File: src/rtl/opstage_pkg.sv
// Shared types and constants for the ID operand stage.
// Branch encodings, br_t, default widths and a branch-resolve helper.
package opstage_pkg;

  typedef logic [1:0] br_t;

  localparam br_t BR_NONE   = 2'b00;
  localparam br_t BR_ALWAYS = 2'b01;
  localparam br_t BR_EQZ    = 2'b10;
  localparam br_t BR_NEZ    = 2'b11;

  localparam int DEF_DATA_W  = 16;
  localparam int DEF_RADDR_W = 4;
  localparam int DEF_ADDR_W  = 16;
  localparam int DEF_CTRL_W  = 8;
  localparam int DEF_NUM_FWD = 3;

  function automatic logic br_resolve(
    input br_t  br,
    input logic op_zero
  );
    logic tk;
    case (br)
      BR_ALWAYS: tk = 1'b1;
      BR_EQZ:    tk = op_zero;
      BR_NEZ:    tk = !op_zero;
      default:   tk = 1'b0;
    endcase
    return tk;
  endfunction

endpackage

File: src/rtl/opstage_fwd_sel.sv
// Per-operand source select: nearest matching forward source or RF data.
// Ports: re_i/ra_i/dflt_i operand request, fwd_* buses, rf_rdata_i -> data_o, hazard_o.
// OPSTAGE_BYPASS_EN defined: forward data used, hazard only on pending source.
// Undefined: RF data only, any forward match is a hazard.
module opstage_fwd_sel
  import opstage_pkg::*;
#(
  parameter int DATA_W  = DEF_DATA_W,
  parameter int RADDR_W = DEF_RADDR_W,
  parameter int NUM_FWD = DEF_NUM_FWD
) (
  input  logic                       re_i,
  input  logic [RADDR_W-1:0]         ra_i,
  input  logic [DATA_W-1:0]          dflt_i,
  input  logic [NUM_FWD-1:0]         fwd_we_i,
  input  logic [NUM_FWD*RADDR_W-1:0] fwd_waddr_i,
  input  logic [NUM_FWD*DATA_W-1:0]  fwd_wdata_i,
  input  logic [NUM_FWD-1:0]         fwd_pend_i,
  input  logic [DATA_W-1:0]          rf_rdata_i,
  output logic [DATA_W-1:0]          data_o,
  output logic                       hazard_o
);

  logic              hit;
  logic [DATA_W-1:0] hit_data;
  logic              hit_pend;

  // First match from index 0 wins: the youngest producer.
  always_comb begin
    hit      = 1'b0;
    hit_data = '0;
    hit_pend = 1'b0;
    for (int i = 0; i < NUM_FWD; i++) begin
      if (!hit && fwd_we_i[i] &&
          fwd_waddr_i[i*RADDR_W +: RADDR_W] == ra_i) begin
        hit      = 1'b1;
        hit_data = fwd_wdata_i[i*DATA_W +: DATA_W];
        hit_pend = fwd_pend_i[i];
      end
    end
  end

`ifdef OPSTAGE_BYPASS_EN
  assign data_o   = !re_i ? dflt_i
                  : (hit ? hit_data : rf_rdata_i);
  assign hazard_o = re_i && hit && hit_pend;
`else
  // Wait until the producer has retired through a write-first RF.
  assign data_o   = re_i ? rf_rdata_i : dflt_i;
  assign hazard_o = re_i && hit;

  logic unused_fwd;
  assign unused_fwd = ^{hit_data, hit_pend};
`endif

endmodule

File: src/rtl/id_operand_stage.sv
// ID operand stage: operand read/forward, hazard stall, branch resolve, ID/EX slot.
// Ports: in_* decoded instr, rf_* RF read, fwd_* bypass, out_* slot, br_* redirect, stall_cnt.
// Macro OPSTAGE_BYPASS_EN enables full forwarding (see opstage_fwd_sel).
module id_operand_stage
  import opstage_pkg::*;
#(
  parameter int DATA_W  = DEF_DATA_W,
  parameter int RADDR_W = DEF_RADDR_W,
  parameter int ADDR_W  = DEF_ADDR_W,
  parameter int CTRL_W  = DEF_CTRL_W,
  parameter int NUM_FWD = DEF_NUM_FWD
) (
  input  logic                       clk,
  input  logic                       rst,
  input  logic                       flush,
  input  logic                       in_valid,
  output logic                       in_ready,
  input  logic [ADDR_W-1:0]          in_pc,
  input  logic [CTRL_W-1:0]          in_ctrl,
  input  logic                       in_re0,
  input  logic                       in_re1,
  input  logic [RADDR_W-1:0]         in_ra0,
  input  logic [RADDR_W-1:0]         in_ra1,
  input  logic [DATA_W-1:0]          in_imm,
  input  logic                       in_we,
  input  logic [RADDR_W-1:0]         in_waddr,
  input  br_t                        in_br,
  output logic [RADDR_W-1:0]         rf_raddr0,
  output logic [RADDR_W-1:0]         rf_raddr1,
  input  logic [DATA_W-1:0]          rf_rdata0,
  input  logic [DATA_W-1:0]          rf_rdata1,
  input  logic [NUM_FWD-1:0]         fwd_we,
  input  logic [NUM_FWD*RADDR_W-1:0] fwd_waddr,
  input  logic [NUM_FWD*DATA_W-1:0]  fwd_wdata,
  input  logic [NUM_FWD-1:0]         fwd_pend,
  output logic                       out_valid,
  input  logic                       out_ready,
  output logic [ADDR_W-1:0]          out_pc,
  output logic [CTRL_W-1:0]          out_ctrl,
  output logic [DATA_W-1:0]          out_op0,
  output logic [DATA_W-1:0]          out_op1,
  output logic                       out_we,
  output logic [RADDR_W-1:0]         out_waddr,
  output logic                       br_taken,
  output logic [ADDR_W-1:0]          br_target,
  output logic [15:0]                stall_cnt
);

  logic [DATA_W-1:0]  op0, op1;
  logic               haz0, haz1, hazard;
  logic               accept;
  logic               taken_d;
  logic [ADDR_W-1:0]  imm_a, target_d;
  logic [15:0]        stall_d;

  logic               valid_q;
  logic [ADDR_W-1:0]  pc_q;
  logic [CTRL_W-1:0]  ctrl_q;
  logic [DATA_W-1:0]  op0_q, op1_q;
  logic               we_q;
  logic [RADDR_W-1:0] waddr_q;
  logic               taken_q;
  logic [ADDR_W-1:0]  target_q;
  logic [15:0]        stall_q;

  assign rf_raddr0 = in_ra0;
  assign rf_raddr1 = in_ra1;

  opstage_fwd_sel #(
    .DATA_W (DATA_W),
    .RADDR_W(RADDR_W),
    .NUM_FWD(NUM_FWD)
  ) u_sel0 (
    .re_i       (in_re0),
    .ra_i       (in_ra0),
    .dflt_i     ('0),
    .fwd_we_i   (fwd_we),
    .fwd_waddr_i(fwd_waddr),
    .fwd_wdata_i(fwd_wdata),
    .fwd_pend_i (fwd_pend),
    .rf_rdata_i (rf_rdata0),
    .data_o     (op0),
    .hazard_o   (haz0)
  );

  opstage_fwd_sel #(
    .DATA_W (DATA_W),
    .RADDR_W(RADDR_W),
    .NUM_FWD(NUM_FWD)
  ) u_sel1 (
    .re_i       (in_re1),
    .ra_i       (in_ra1),
    .dflt_i     (in_imm),
    .fwd_we_i   (fwd_we),
    .fwd_waddr_i(fwd_waddr),
    .fwd_wdata_i(fwd_wdata),
    .fwd_pend_i (fwd_pend),
    .rf_rdata_i (rf_rdata1),
    .data_o     (op1),
    .hazard_o   (haz1)
  );

  assign hazard   = haz0 || haz1;
  assign in_ready = !rst && !hazard && !flush &&
                    (!valid_q || out_ready);
  assign accept   = in_valid && in_ready;

  // Immediate is a signed word offset; target wraps in ADDR_W.
  assign imm_a    = ADDR_W'($signed(in_imm));
  assign target_d = in_pc + imm_a + ADDR_W'(1);
  assign taken_d  = accept && br_resolve(in_br, op0 == '0);

  assign stall_d  = (in_valid && hazard && stall_q != 16'hFFFF)
                  ? stall_q + 16'd1 : stall_q;

  always_ff @(posedge clk) begin
    if (rst) begin
      valid_q  <= 1'b0;
      pc_q     <= '0;
      ctrl_q   <= '0;
      op0_q    <= '0;
      op1_q    <= '0;
      we_q     <= 1'b0;
      waddr_q  <= '0;
      taken_q  <= 1'b0;
      target_q <= '0;
      stall_q  <= '0;
    end else begin
      if (flush)          valid_q <= 1'b0;
      else if (accept)    valid_q <= 1'b1;
      else if (out_ready) valid_q <= 1'b0;
      if (accept) begin
        pc_q    <= in_pc;
        ctrl_q  <= in_ctrl;
        op0_q   <= op0;
        op1_q   <= op1;
        we_q    <= in_we;
        waddr_q <= in_waddr;
      end
      taken_q <= taken_d;
      if (taken_d) target_q <= target_d;
      stall_q <= stall_d;
    end
  end

  assign out_valid = valid_q;
  assign out_pc    = pc_q;
  assign out_ctrl  = ctrl_q;
  assign out_op0   = op0_q;
  assign out_op1   = op1_q;
  assign out_we    = we_q;
  assign out_waddr = waddr_q;
  assign br_taken  = taken_q;
  assign br_target = target_q;
  assign stall_cnt = stall_q;

endmodule

File: config.mk
export PLATFORM = sky130hd
export DESIGN_NAME = id_operand_stage
export DESIGN_NICKNAME = d
export VERILOG_FILES = /design/src/rtl/opstage_pkg.sv /design/src/rtl/opstage_fwd_sel.sv /design/src/rtl/id_operand_stage.sv
export SDC_FILE = /design/constraint.sdc
export NUM_CORES = 1
export LEC_CHECK = 0
export ABC_AREA = 1
export CAP_MARGIN = 20
export CORE_UTILIZATION = 36
export DETAILED_ROUTE_END_ITERATION = 8
export GPL_TIMING_DRIVEN = 0
export MAX_ROUTING_LAYER = met4
export PLACE_DENSITY = 0.71
export REMOVE_ABC_BUFFERS = 1
export SETUP_SLACK_MARGIN = 0.2
export SLEW_MARGIN = 20
export SYNTH_ARGS = -nofsm -noshare
export SYNTH_HDL_FRONTEND = slang
export SYNTH_HIERARCHICAL = 1
export SYNTH_SLANG_ARGS = --single-unit
File: constraint.sdc
create_clock -name clk -period 2.4 [get_ports clk]
set_input_delay 0.72 -clock clk [delete_from_list [all_inputs] [get_ports clk]]
set_output_delay 0.72 -clock clk [all_outputs]
set_load 0.05 [all_outputs]
=== Yosys cells after proc, flatten, opt, wreduce, memory -nomap -nowiden ===
Index checks and enable logic that the tools add are counted.

* Input port bits: 160
* Output and inout port bits: 104
* Word-level logic and storage cells: 67
* Flip-flop bits (word level): 95

* $add $sub $neg: 3
* Multiplexer cells: 11
* Reduce and logical (&&, ||, !) cells: 33
* Eq/ne operators: 10

{| class="wikitable"
|+ Operators by type and width
! kind !! count
|-
| adder 16 x 1 -> 16 bit (second input constant) || 2
|-
| 2-to-1 mux 16 bit || 2
|-
| == test 4 bit || 6
|-
| logical AND 1 bit || 19
|-
| adder 16 bit || 1
|-
| zero test 16 bit || 1
|-
| inequality test 16 bit (second input constant) || 1
|-
| zero test 1 bit || 9
|-
| 2-to-1 mux 1 bit || 8
|-
| == test 2 bit (second input constant) || 2
|-
| case mux 1 bit (3 select lines) || 1
|-
| == test 2 x 1 -> 1 bit (second input constant) || 1
|-
| logical OR 1 bit || 2
|-
| nonzero test 2 bit || 1
|-
| OR reduction 2 bit || 1
|}

=== Longest topological paths before layout ===
* Depth in word-level cells: 19
* Mapped depth: 18
* Gate-level depth less buffers: 16

=== Hierarchy ===
The synthesis kept the hierarchy.

{| class="wikitable"
|+ By module, submodules not included
! module !! seq. area each (um2) !! instances !! area each (um2) !! cells each
|-
| id_operand_stage || 1,901.8 || 1 || 4,845.9 || 735
|-
| opstage_fwd_sel || 0.0 || 2 || 460.4 || 69
|}

=== Worst setup path after synthesis ===
Ideal clock, no wire load.

* Path type: input-to-output
* From: in fwd_waddr[4]
* To: out in_ready
* Cell stages on the path: 10
* Arrival: 1.973 ns
* Required time: 1.680 ns
* Slack: -0.293 ns
* Buffers on the path: 0
* Path through: inv_1 > o21ai_0 > nor2_1 > nand3_1 > nand3_1 > nand2_1 > inv_1 > nor2_1 > nand2_1 > nor2_1

* Word-level cells in the longest chain between the ends: 13
* Elaborated cells between the ends (all ways): 21
* Classes of those cells: eq/ne: 2; mux: 4; reduce/logical: 15

{| class="wikitable"
|+ Ends and longest elaborated chain
! what !! line !! RTL
|-
| start: declaration || id_operand_stage.sv:33 || <nowiki>input logic [NUM_FWD*RADDR_W-1:0] fwd_waddr,</nowiki>
|-
| == test 4 bit (*) || opstage_fwd_sel.sv:35 || <nowiki>fwd_waddr_i[i*RADDR_W +: RADDR_W] == ra_i) begin</nowiki>
|-
| logical AND 1 bit (*) || opstage_fwd_sel.sv:34 || <nowiki>if (!hit && fwd_we_i[i] &&</nowiki>
|-
| 2-to-1 mux 1 bit (*) || opstage_fwd_sel.sv:34 ||
|-
| zero test 1 bit || opstage_fwd_sel.sv:34 ||
|-
| logical AND 1 bit (2 in a row) || opstage_fwd_sel.sv:34 ||
|-
| 2-to-1 mux 1 bit (*) || opstage_fwd_sel.sv:34 ||
|-
| logical AND 1 bit (*) || opstage_fwd_sel.sv:50 || <nowiki>assign hazard_o = re_i && hit;</nowiki>
|-
| named net haz1 || id_operand_stage.sv:50 || <nowiki>logic haz0, haz1, hazard;</nowiki>
|-
| logical OR 1 bit (*) || id_operand_stage.sv:103 || <nowiki>assign hazard = haz0 || haz1;</nowiki>
|-
| zero test 1 bit (*) || id_operand_stage.sv:104 || <nowiki>assign in_ready = !rst && !hazard && !flush &&</nowiki>
|-
| logical AND 1 bit (*) (3 in a row) || id_operand_stage.sv:104 ||
|-
| end: declaration || id_operand_stage.sv:17 || <nowiki>output logic in_ready,</nowiki>
|}

The timed path passes the listed nets; every way through them passes the cells marked *.

=== Final worst setup path ===
Same ends and word-level chain as after synthesis.

==> key figures <==
Logic synthesis
  – Ys async rst share: 0
  – Commonest cells in the netlist: nand2_1, nor2_1, dfxtp_1, inv_1, o21ai_0
  – Yosys warns: 6
  – Synthesized cell area: 0.005767 mm^2
  – Syn Area/Cell: 6.606 um^2
  – Seq cells post-synth: 95
  – Synth Flop Type: dfxtp_1
  – Seq/Total Area, Yosys: 0.3298
  – Synth area leader: dfxtp_1
  – Number of flops mapped to enable cells by yosys: 0
  – Synth cell types: 33
  – Share of the synthesized area in the top cell type: 0.3298
  – Synth area leaders: dfxtp_1, nand2_1, nor2_1
  – Top-count cell post-synth: nand2_1
  – Synthesized instance count: between 800 and 900

Setup path
  – CP max-delay cell: nor2_4
  – CP max FO: 2
  – CP arrival: 1.77 ns
  – Slowest stage delay, CP: 0.15 ns
  – Crit-path cells: buf_2, inv_2, nand2_1, nand2_1, nor2_1, nand3_1, nand3_1, nand2_1, inv_2, nor2_4, nand2_4, nor2_4, buf_8
  – Critical path class: input pin to output port
  – Startpoint Class: input pin
  – Most used cell, CP: nand2_1
  – Req. time, crit path: 1.68 ns
  – CP endpoint kind: output port

Floorplan
  – Ports: 264
  – Starting density of the core: 0.3738
  – Die Wd: ~130 um
  – Core Region: 0.01543 mm^2
  – Die area: about 0.017 mm^2
  – Site Rows: 45
  – Die height: 128.6 um

Placement
  – Number of I/O port buffers: 212
  – RePlAce Congestion: 0.8797
  – Dpl cells: around 1,300
  – Detail Placement HPWL: between 10,000 and 15,000 um
  – Place WS: -1.566 ns

Global route
  – Vias in the first global route: 5,586
  – Total GRT Usage: 0.2212
  – Total global routing overflow: 0
  – Initial antenna violation count: 0
  – Largest net degree at the start of global routing: just over 60
  – First-pass GRT wire length: around 28,000 um

STA
  – RSZ-0062 raised after global routing: true
  – Final setup margin: -0.08866 ns
  – Clock Skew: 0.01169 ns
  – Slew Viols, Final: 0
  – Final Hold Viols: 0
  – F_max: 0.4018 GHz
  – # setup viols final: 3
  – Least-Margin Pin Slew: 0.5623 ns
  – Final period util: 1.037
  – Slew HR: 0.6266
  – Setup TNS Final: -0.09730 ns
  – Min Clock Period, post-route: roughly 2.5 ns

Detailed routing
  – Initial DRC Count: 375
  – Vias/cell: 4.773
  – DRT Pass-1 Iters: 7
  – Vias: 6,372
  – Drt total wl: 20,600 um
  – Average wire per standard cell: 15.43 um
  – Residual DRC: 0
  – Post-DRT Antenna Nets: 0

Clock tree
  – CTS clk-pin slew, worst paths: 0.07 ns
  – CTS max path bufs: 2
  – Total CTS buffers: 9
  – H-tree depth: 3
  – Clock Sinks: 95
  – CTS tree: done
  – Worst skew pair latency: 0.36 ns
  – Root Driver: clkbuf_16

Cells and area
  – Final net count: between 1,000 and 1,500
  – Share of layout cells above drive strength 1: 0.2456
  – Layout Cells excl Fill: 1,335
  – N_diodes: 0
  – Synthesis-to-layout area growth: 66.46%

Min path
  – Min-Delay Path Class: register to register

Outcome
  – Status: finished, violations left
  – Failing checks: setup timing

Power
  – P_leak: 4.634 nW
  – P per Cell Area: 474.9 mW/mm^2
  – VDD IR max: 483.5 uV

Run
  – Max Cap Violations: 0
==> through the flow <==
stage	utilization	hold WS, ns	area (um^2)	power, mW
after detailed placement	0.5191	0.4951	8009	2.946
after CTS	0.5387	0.5088	8310	4.319
after floorplan	-	0.7097	5553	2.414
after global placement	0.5146	0.4915	7939	2.931
after global routing	0.6222	0.5224	9599	4.739
final	0.6222	0.4957	9599	4.559
==> cell type report <==
cell class,instances,area (um^2)
tap,211,264.0
inverter,102,444.2
multi-input combinational,654,3944
clock buffer,9,225.2
timing repair buffer,250,2609
sequential,95,1902
clock inverter,7,53.80
timing repair inverter,7,157.7
fill,1442,5828
==> per-layer routing <==
metal  up-vias  track usage  share of wire
li1       3192            -              -
met1      2945       0.2744           0.45
met2       215       0.3653           0.48
met3        20      0.04033          0.051
met4         0      0.06505          0.017
met5         -            -              0
==> kinds of logic (layout without fill, tap and decap cells) <==
family | Yosys count | count (layout) | synth area share
adder cells (fa/ha/maj) | 17 | 17 | 0.03819
buffers and inverters | 142 | 375 | 0.1133
XOR/XNOR | 22 | 22 | 0.03341
AND/OR/NAND/NOR | 468 | 471 | 0.3265
other | 1 | 16 | 0.0006503
multiplexers | 32 | 32 | 0.07420
AO/OA/AOI/OAI | 96 | 96 | 0.08397
flip-flops | 95 | 95 | 0.3298
==> path summary, 6_finish.rpt <==
| check | startpoint | end | slack [ns] | cells past startpoint |
|---|---|---|---|---|
| max | fwd_waddr[4] | in_ready | -0.09 | 13 |
| min | out_pc[6] | out_pc[6] | 0.50 | 2 |
| max reg2reg | stall_cnt[0] | stall_cnt[10] | 0.54 | 8 |
| min reg2reg | out_pc[6] | out_pc[6] | 0.50 | 2 |
==> registers in the layout (all words and copies together) (netlist names) <==
| register | flops |
|---|---|
| br_taken | 1 |
| br_target | 16 |
| out_ctrl | 8 |
| out_op0 | 16 |
| out_op1 | 16 |
| out_pc | 16 |
| out_valid | 1 |
| out_waddr | 4 |
| out_we | 1 |
| stall_cnt | 16 |
==> layout by cell type, fill, tap and decap left out, types with 4 or more instances in the layout <==
| master | Yosys | routed |
|---|---|---|
| a21oi_1 | 23 | 21 |
| buf_12 | 2 | 11 |
| buf_2 | 13 | 10 |
| buf_4 | 11 | 8 |
| buf_6 | 4 | 14 |
| buf_8 | 0 | 8 |
| clkbuf_16 | 0 | 16 |
| clkdlybuf4s50_1 | 0 | 78 |
| clkinv_16 | 0 | 4 |
| conb_1 | 1 | 16 |
| dfxtp_1 | 95 | 95 |
| dlygate4sd2_1 | 0 | 103 |
| dlymetal6s2s_1 | 0 | 4 |
| ha_1 | 16 | 9 |
| ha_4 | 0 | 6 |
| inv_1 | 93 | 78 |
| inv_2 | 8 | 14 |
| inv_4 | 0 | 5 |
| inv_6 | 0 | 4 |
| mux2_2 | 14 | 12 |
| mux2_4 | 18 | 20 |
| nand2_1 | 208 | 180 |
| nand2_2 | 0 | 24 |
| nand2_4 | 0 | 4 |
| nand3_1 | 32 | 27 |
| nand3_4 | 1 | 7 |
| nand4_1 | 4 | 4 |
| nor2_1 | 201 | 129 |
| nor2_2 | 3 | 38 |
| nor2_4 | 0 | 37 |
| nor3_1 | 9 | 9 |
| o21ai_0 | 72 | 46 |
| o21ai_1 | 0 | 21 |
| o21ai_2 | 0 | 5 |
| xnor2_1 | 11 | 11 |
| xor2_1 | 11 | 11 |
==> worst max-delay path, delay by kind of cell <==
family,cells,cell delay (ns)
AND/OR/NAND/NOR,9,0.67
buffers and inverters,4,0.37
==> power by group <==
part           internal, mW  leakage [nW]  switching [mW]  total (mW)
clock                 0.713         0.129           0.695        1.41
combinational         0.590          3.73           0.874        1.46
sequential             1.65         0.774          0.0373        1.69
total                  2.95          4.63            1.61        4.56
==> timing repair <==
action	CTS	global route
resized for setup	269	242
pin swaps	29	43
setup endpoints to repair	199	93
buffers inserted	3	22
hold buffers	0	0
gates cloned	3	16
Power figures use the tool's default switching activity.
